### src/rtl/hazard_pkg.sv
// hazard_pkg: shared types and widths for the hazard controller
package hazard_pkg;
  localparam int REG_W = 5;
  typedef enum logic [1:0] {FWD_RF = 2'b00, FWD_MEM = 2'b01, FWD_WB = 2'b10} fwd_sel_e;
  typedef enum logic {MC_IDLE, MC_BUSY} mc_state_e;
endpackage

### src/rtl/hazard_ctrl_mp_mc_tracker.sv
// mc_tracker: single outstanding multi-cycle op with latency down-counter and writeback pulse
module mc_tracker
  import hazard_pkg::*;
#(
  parameter int REG_ADDR_W = REG_W,
  parameter int MC_LATENCY = 4
) (
  input  logic                  clk,
  input  logic                  rst,
  input  logic                  issue,
  input  logic [REG_ADDR_W-1:0] issue_rd,
  output logic                  busy,
  output logic [REG_ADDR_W-1:0] pend_rd,
  output logic                  wb_valid,
  output logic [REG_ADDR_W-1:0] wb_rd
);
  localparam int MCW = $clog2(MC_LATENCY);
  mc_state_e state;
  logic [MCW-1:0] cnt;
  assign busy = state == MC_BUSY;
  always_ff @(posedge clk) begin
    if (rst) begin
      state    <= MC_IDLE;
      cnt      <= '0;
      pend_rd  <= '0;
      wb_valid <= 1'b0;
      wb_rd    <= '0;
    end else begin
      wb_valid <= 1'b0;
      if (state == MC_IDLE) begin
        if (issue) begin
          state   <= MC_BUSY;
          pend_rd <= issue_rd;
          cnt     <= MCW'(MC_LATENCY - 1);
        end
      end else if (cnt == '0) begin
        state    <= MC_IDLE;
        wb_valid <= 1'b1;
        wb_rd    <= pend_rd;
      end else begin
        cnt <= cnt - 1'b1;
      end
    end
  end
endmodule

### src/rtl/hazard_ctrl_mp.sv
// hazard_ctrl_mp: forwarding selects, load-use/multi-cycle stalls and redirect flush for the pipeline
module hazard_ctrl_mp
  import hazard_pkg::*;
#(
  parameter int NUM_RD_PORTS = 2,
  parameter int REG_ADDR_W   = REG_W,
  parameter int MC_LATENCY   = 4,
  parameter int CNT_W        = 16
) (
  input  logic                               i_aclk,
  input  logic                               i_reset,
  input  logic [NUM_RD_PORTS*REG_ADDR_W-1:0] i_id_rs_addr,
  input  logic [NUM_RD_PORTS-1:0]            i_id_rs_used,
  input  logic [REG_ADDR_W-1:0]              i_id_rd_addr,
  input  logic                               i_id_mc_issue,
  input  logic [REG_ADDR_W-1:0]              i_ex_rd_addr,
  input  logic                               i_ex_reg_write,
  input  logic                               i_ex_mem_read,
  input  logic [REG_ADDR_W-1:0]              i_mem_rd_addr,
  input  logic                               i_mem_reg_write,
  input  logic [REG_ADDR_W-1:0]              i_wb_rd_addr,
  input  logic                               i_wb_reg_write,
  input  logic                               i_redirect,
  output logic [NUM_RD_PORTS*2-1:0]          o_fwd_sel,
  output logic                               o_stall_if,
  output logic                               o_stall_id,
  output logic                               o_bubble_ex,
  output logic                               o_flush_id,
  output logic                               o_mc_busy,
  output logic                               o_mc_wb_valid,
  output logic [REG_ADDR_W-1:0]              o_mc_wb_rd,
  output logic [CNT_W-1:0]                   o_stall_cnt
);
  logic [NUM_RD_PORTS-1:0] lu_hit, mc_hit;
  logic [REG_ADDR_W-1:0] pend_rd;
  logic load_use, mc_hz, stall, flush, stall_eff;
  for (genvar k = 0; k < NUM_RD_PORTS; k++) begin : g_port
    logic [REG_ADDR_W-1:0] rs;
    assign rs = i_id_rs_addr[k*REG_ADDR_W +: REG_ADDR_W];
    assign o_fwd_sel[k*2 +: 2] = (i_reset || rs == '0) ? FWD_RF :
                                 (i_mem_reg_write && i_mem_rd_addr == rs) ? FWD_MEM :
                                 (i_wb_reg_write && i_wb_rd_addr == rs) ? FWD_WB : FWD_RF;
    assign lu_hit[k] = i_id_rs_used[k] && rs == i_ex_rd_addr;
    assign mc_hit[k] = i_id_rs_used[k] && rs == pend_rd;
  end
  assign load_use    = i_ex_mem_read && i_ex_rd_addr != '0 && |lu_hit;
  assign mc_hz       = o_mc_busy && ((pend_rd != '0 && |mc_hit) || i_id_mc_issue);
  assign stall       = !i_reset && (load_use || mc_hz);
  assign flush       = !i_reset && i_redirect;
  // redirect wins: the ID instruction is squashed rather than held
  assign stall_eff   = stall && !flush;
  assign o_stall_if  = stall_eff;
  assign o_stall_id  = stall_eff;
  assign o_bubble_ex = stall || flush;
  assign o_flush_id  = flush;
  mc_tracker #(.REG_ADDR_W(REG_ADDR_W), .MC_LATENCY(MC_LATENCY)) u_mc (
    .clk      (i_aclk),
    .rst      (i_reset),
    .issue    (i_id_mc_issue && !stall && !flush),
    .issue_rd (i_id_rd_addr),
    .busy     (o_mc_busy),
    .pend_rd  (pend_rd),
    .wb_valid (o_mc_wb_valid),
    .wb_rd    (o_mc_wb_rd)
  );
  always_ff @(posedge i_aclk) begin
    if (i_reset) o_stall_cnt <= '0;
    else if (stall_eff && !(&o_stall_cnt)) o_stall_cnt <= o_stall_cnt + 1'b1;
  end
endmodule

### config.mk
export PLATFORM = sky130hd
export DESIGN_NAME = hazard_ctrl_mp
export DESIGN_NICKNAME = d
export VERILOG_FILES = /design/src/rtl/hazard_pkg.sv /design/src/rtl/hazard_ctrl_mp_mc_tracker.sv /design/src/rtl/hazard_ctrl_mp.sv
export SDC_FILE = /design/constraint.sdc
export NUM_CORES = 1
export LEC_CHECK = 0
export CAP_MARGIN = 5
export CORE_UTILIZATION = 49
export DETAILED_ROUTE_END_ITERATION = 8
export GPL_ROUTABILITY_DRIVEN = 0
export PLACE_DENSITY = 0.95
export SYNTH_ARGS = -nofsm -noshare
export SYNTH_HDL_FRONTEND = slang
export SYNTH_HIERARCHICAL = 1
export SYNTH_SLANG_ARGS = --single-unit
### constraint.sdc
create_clock -name i_aclk -period 5.2 [get_ports i_aclk]
set_clock_uncertainty 0.05 [all_clocks]
set_input_delay 0.78 -clock i_aclk [delete_from_list [all_inputs] [get_ports i_aclk]]
set_output_delay 0.78 -clock i_aclk [all_outputs]
set_load 0.02 [all_outputs]
==> results of run 1 <==
## flip-flops by register name (all words and copies together) (netlist names)
signal and count:
u_mc/cnt 2, u_mc/busy 1, o_stall_cnt 16, u_mc/wb_rd 5, u_mc/pend_rd 5, u_mc/wb_valid 1
## metrics by stage
stage	std cells	utilization	instance area, um2
after floorplan	232	-	1980
after global placement	333	0.704	2660
after detailed placement	333	0.704	2660
after CTS	341	0.728	2750
after global routing	341	0.728	2750
final	341	0.728	2750
## worst paths after layout
kind | start | end | slack (ps)
setup / recovery | i_id_rs_addr[4] | o_bubble_ex | 900
hold / removal | u_mc/wb_rd[3]$_SDFFE_PP0P_ | u_mc/wb_rd[3]$_SDFFE_PP0P_ | 410
setup reg to reg | u_mc/pend_rd[0]$_SDFFE_PP0P_ | u_mc/pend_rd[0]$_SDFFE_PP0P_ | 1830
hold reg to reg | u_mc/wb_rd[3]$_SDFFE_PP0P_ | u_mc/wb_rd[3]$_SDFFE_PP0P_ | 410
## tightest hold or removal path, cell delays in order, from the launching register on
cell	delay, ps
dfxtp_1	310
nand2_1	50
a21oi_1	50
## power breakdown
part           internal, uW  total (uW)  switching (uW)
clock network           107         192            85.7
registers               237         246            9.31
logic                  67.2         129            62.1
total                   411         568             157
## cell usage after synthesis (all sizes together), types with 2 or more instances
cell type,count
nor3b,2
or4,5
nand2,15
dfxtp,30
nor4,4
o21bai,2
mux2i,8
a31oi,2
buf,7
inv,3
nor3,4
nor2b,4
a21oi,10
a311oi,2
a211oi,8
and2,2
ha,3
nand4,8
nor2,23
and3,3
xnor2,33
nand2b,2
nand3,15
clkbuf,11
xor2,16
## final cells by class
cell class | instances | area (um2) | area share
multi-input combinational | 181 | 1280 | 0.465
timing repair buffer | 71 | 706 | 0.257
sequential | 30 | 601 | 0.219
clock buffer | 7 | 86.3 | 0.0314
tap | 48 | 60.1 | 0.0219
inverter | 3 | 11.3 | 0.00410
clock inverter | 1 | 5.00 | 0.00182
## per-layer routing
layer	vias up	part of all wire	routed length, um
met2	57	0.51	2650
met3	8	0.044	229
met4	0	0.0084	44
met1	917	0.44	2320
li1	929	-	-
met5	-	0	0
## kinds of logic after synthesis
logic type      count (synthesis)  share of synthesized area
flops                          30                      0.303
simple gates                   89                      0.239
compound gates                 31                      0.124
fa+ha+maj                       3                     0.0189
xor+xnor                       49                      0.216
buf+inv                        21                     0.0530
mux                             9                     0.0461
==> qor.yml, run 1 <==
yosys:
  syn_nets: 275
  ys_ff_latch: 30
  yosysUniqueCellTypes: 45
  avgSynthCellArea_um2: 8.55
  ys_top_cells_by_area: "dfxtp_1 (30%), xnor2_1 (15%), xor2_1 (7.1%)"
  synth_seq_area_share: 0.303
  synth_cells: 232
  synth_area_mm2: 0.00198
  synth_area_leader_cell: "dfxtp_1"
  synth_top_area_frac: 0.303
  async_flop_share: 0
  synth_edf_count: 0
  ys.flop_type: "dfxtp_1"
  ys.warnings.count: 6
sta:
  setup_viol: 0
  max_freq_mhz: 233
  period_minus_slack_ps: 4300
  worst_pin_slew_ps: 979
  finalHoldViolCount: 0
  maxSlewViolCount: 0
  fin_ws_ps: 902
  rsz0062_at_grt: "no"
  fin_hold_ws_ps: 410
  finalCritPeriodShare: 0.827
  slew_headroom: 0.345
  fin_setup_tns_ps: 0
finish:
  final_cell_mix: "clkdlybuf4s50_1 (69), xnor2_1 (33), dfxtp_1 (30), nor2_1 (22), xor2_1 (16)"
  area_delta_synth_final_pct: 38.5
  nNetsFinal: 335
  drive_gt1_frac: 0.0751
  antennaDiodeCount: 0
  nFillCells: 264
  final_common_cell: "clkdlybuf4s50_1"
setup_path:
  critPathMaxFanout: 11
  critPathArrivalTime_ps: 3470
  cp_num_buf_inv: 2
  reg2reg_depth: 10
  critical-path-top-delay-family: "buffers and inverters"
  crit_top_cell: "clkdlybuf4s50_1"
  cpPeakStageDelay_ps: 800
  path_cells: "clkdlybuf4s50_1 > xnor2_1 > nand4_1 > nor3_1 > o31ai_2 > and2_1 > a21oi_1 > clkdlybuf4s50_1"
  startpoint_type: "input port"
  worst-path-stages: 8
  end_kind: "output pin"
  critPathKind: "input port to output pin"
  required_ps: 4370
  slowest_stage: "o31ai_2"
global_routing:
  grt_pass1_vias: 1842
  use_met2: 0.466
  grt_pass1_wl_um: 8760
  grtUsageMet1: 0.322
  overflow: 0
  grt_max_degree: 28
  grt_usage: 0.264
  antenna_found_initial: 0
  grt_use_met3: 0.0556
  grt-busiest-layer: "met2"
clock_tree:
  holdBufCountCts: 0
  clock_latency_ps: 280
  cts_tree: "built"
  postCtsSetupRepairBufs: 0
  ctsResizeCount: 0
  htreeDepth: 2
  path_clk_slew_ps: 60
  clock-sinks: 30
  cts_root_buf: "clkbuf_8"
  clockBufferDepth: 2
  cts_buffers: 5
placed_design:
  dp_hpwl_um: 3940
  pre_cts_ws_ps: 914
  io_buffers: 69
pwr:
  power_uw: 568
  vdd_drop_max_uv: 193
  power.density_mw_per_mm2: 207
  p_leak_uw: 0.000917
worst_hold_path:
  hold_path_class: "register to register"
  hold-path-cell-count: 2
route:
  first_iter_violations: 124
  num_vias: 1911
  wl_per_cell_um: 15.4
  wirelength_um: 5240
  drc: 0
  firstDrtPassIters: 4
  routed_via_density: 5.60
  detail-route-antenna-nets: 0
run:
  maxCapViolations: 0
die:
  fp.dieW_um: 65.6
  die_area_mm2: 0.00431
  rows: 22
  core_area_mm2: 0.00377
  pin_count: 71
  start_util: 0.526
  die_y_um: 65.6
outcome:
  status: "complete, no violations"
Power figures use the tool's default switching activity.
==> run 2, diff against run 1 <==
--- a/config.mk
+++ b/config.mk
@@ -6,10 +6,10 @@
 export NUM_CORES = 1
 export LEC_CHECK = 0
 export CAP_MARGIN = 5
-export CORE_UTILIZATION = 49
+export CORE_UTILIZATION = 45
 export DETAILED_ROUTE_END_ITERATION = 8
 export GPL_ROUTABILITY_DRIVEN = 0
-export PLACE_DENSITY = 0.95
+export PLACE_DENSITY = 0.91
 export SYNTH_ARGS = -nofsm -noshare
 export SYNTH_HDL_FRONTEND = slang
 export SYNTH_HIERARCHICAL = 1
==> constraint.sdc (replaced) <==
create_clock -name i_aclk -period 4.3 [get_ports i_aclk]
set_clock_uncertainty 0.05 [all_clocks]
set_input_delay 0.645 -clock i_aclk [delete_from_list [all_inputs] [get_ports i_aclk]]
set_output_delay 0.645 -clock i_aclk [all_outputs]
set_load 0.02 [all_outputs]
==> qor.yml, run 2 (same netlist as run 1, synthesis figures left out) <==
outcome:
  status: "complete, no violations"
setup_path:
  critPathArrivalTime_ps: 3220
  critPathKind: "input port to output pin"
  required_ps: 3610
  slowest_stage: "o31ai_2"
  path_cells: "clkdlybuf4s50_1 > xnor2_1 > nand2_1 > nor3_1 > o31ai_2 > and2_1 > a21oi_1 > clkdlybuf4s50_1"
  end_kind: "output pin"
  crit_top_cell: "clkdlybuf4s50_1"
  critPathMaxFanout: 11
  startpoint_type: "input port"
  cpPeakStageDelay_ps: 740
  cp-startpoint: "i_id_rs_addr[5]"
  r2r_start: "u_mc/pend_rd[0]$_SDFFE_PP0P_"
  critical-path-top-delay-family: "buffers and inverters"
  cp_num_buf_inv: 2
pwr:
  vdd_drop_max_uv: 220
  power.density_mw_per_mm2: 261
  p_leak_uw: 0.000970
  power_uw: 740
finish:
  area_delta_synth_final_pct: 42.9
  reg.largest.list: "o_stall_cnt (16), u_mc/pend_rd (5), u_mc/wb_rd (5)"
  antennaDiodeCount: 0
  largest_reg_flops: 16
  instances_no_fill: 352
  regMostFlops: "o_stall_cnt"
  drive_gt1_frac: 0.106
  final_cell_mix: "clkdlybuf4s50_1 (69), xnor2_1 (33), dfxtp_1 (30), nor2_1 (22), xor2_1 (16)"
  nNetsFinal: 344
  final_common_cell: "clkdlybuf4s50_1"
sta:
  setup_viol: 0
  worst_pin_slew_ps: 918
  fin_hold_ws_ps: 432
  fin_ws_ps: 390
  slew_headroom: 0.384
  finalCritPeriodShare: 0.909
  fin_setup_tns_ps: 0
  maxSlewViolCount: 0
  rsz0062_at_grt: "no"
  period_minus_slack_ps: 3910
  finalHoldViolCount: 0
  max_freq_mhz: 256
placed_design:
  dp_hpwl_um: 4160
  pre_cts_ws_ps: 464
  io_buffers: 69
  dpl.cell_count: 344
die:
  rows: 23
  die_y_um: 68.4
  fp.dieW_um: 68.4
  die_area_mm2: 0.00468
  pin_count: 71
  start_util: 0.482
  core_area_mm2: 0.00412
route:
  wirelength_um: 5550
  firstDrtPassIters: 4
  drc: 0
  dr_wl_met3_um: 289
  detail-route-antenna-nets: 0
  maxUsedRoutingLayer: "met4"
  wl_per_cell_um: 15.8
  wl_met1_um: 2210
  first_iter_violations: 125
  num_vias: 1952
  routed_via_density: 5.55
  dr_wl_met2_um: 2960
global_routing:
  grt_usage: 0.251
  grt_pass1_wl_um: 8660
  antenna_found_initial: 0
  grt_max_degree: 21
  overflow: 0
  grt_pass1_vias: 1866
run:
  maxCapViolations: 0
clock_tree:
  ctsResizeCount: 0
  htreeDepth: 2
  cts_buffers: 5
  holdBufCountCts: 0
  path_clk_slew_ps: 70
  clockBufferDepth: 2
  cts_tree: "built"
  postCtsSetupRepairBufs: 0
  clock_latency_ps: 280
  clock-sinks: 30
  cts_root_buf: "clkbuf_8"
worst_hold_path:
  hold_path_class: "register to register"
  hp-start: "u_mc/wb_rd[3]$_SDFFE_PP0P_"
run 2: cell types whose count changed in the layout (fill, tap and decap cells not counted), sizes merged:
cell,previous run,this run
bufinv,0,1
buf,2,11
clkbuf,7,5
clkinv,1,2
run 2: area by class of cell:
cell class / instances / area (um2)
inverter: 3 / 11.3
sequential: 30 / 601
clock buffer: 5 / 68.8
tap: 50 / 62.6
clock inverter: 3 / 40.0
fill: 324 / 1280
timing repair buffer: 80 / 773
multi-input combinational: 181 / 1280
run 2: power breakdown:
part | switching [uW] | internal [uW] | total (uW)
logic | 77.5 | 86.8 | 164
registers | 11.2 | 286 | 297
clock network | 108 | 170 | 278
run 2: worst paths after layout:
check / cells after the start / endpoint / slack, ps
worst max-delay path: 8 / o_bubble_ex / 390
worst max register to register: 10 / u_mc/pend_rd[0]$_SDFFE_PP0P_ / 890
worst min-delay path: 2 / u_mc/wb_rd[3]$_SDFFE_PP0P_ / 430
worst min register to register: 2 / u_mc/wb_rd[3]$_SDFFE_PP0P_ / 430
run 2: layer usage:
layer / track usage / vias to the layer above
li1: - / 945
met1: 0.290 / 941
met2: 0.447 / 55
met3: 0.0583 / 11
met4: 0.0859 / 0
met5: 0 / -
run 2: tightest hold or removal path: stages (launching register included):
cell	delay (ps)
dfxtp_1	320
nand2_1	50
a21oi_1	60
run 2: through the flow:
step	area, um2	util
3_5_place_dp	2730	0.662
5_1_grt	2830	0.689
2_1_floorplan	1980	-
4_1_cts	2830	0.689
6_report	2830	0.689
3_3_place_gp	2730	0.662
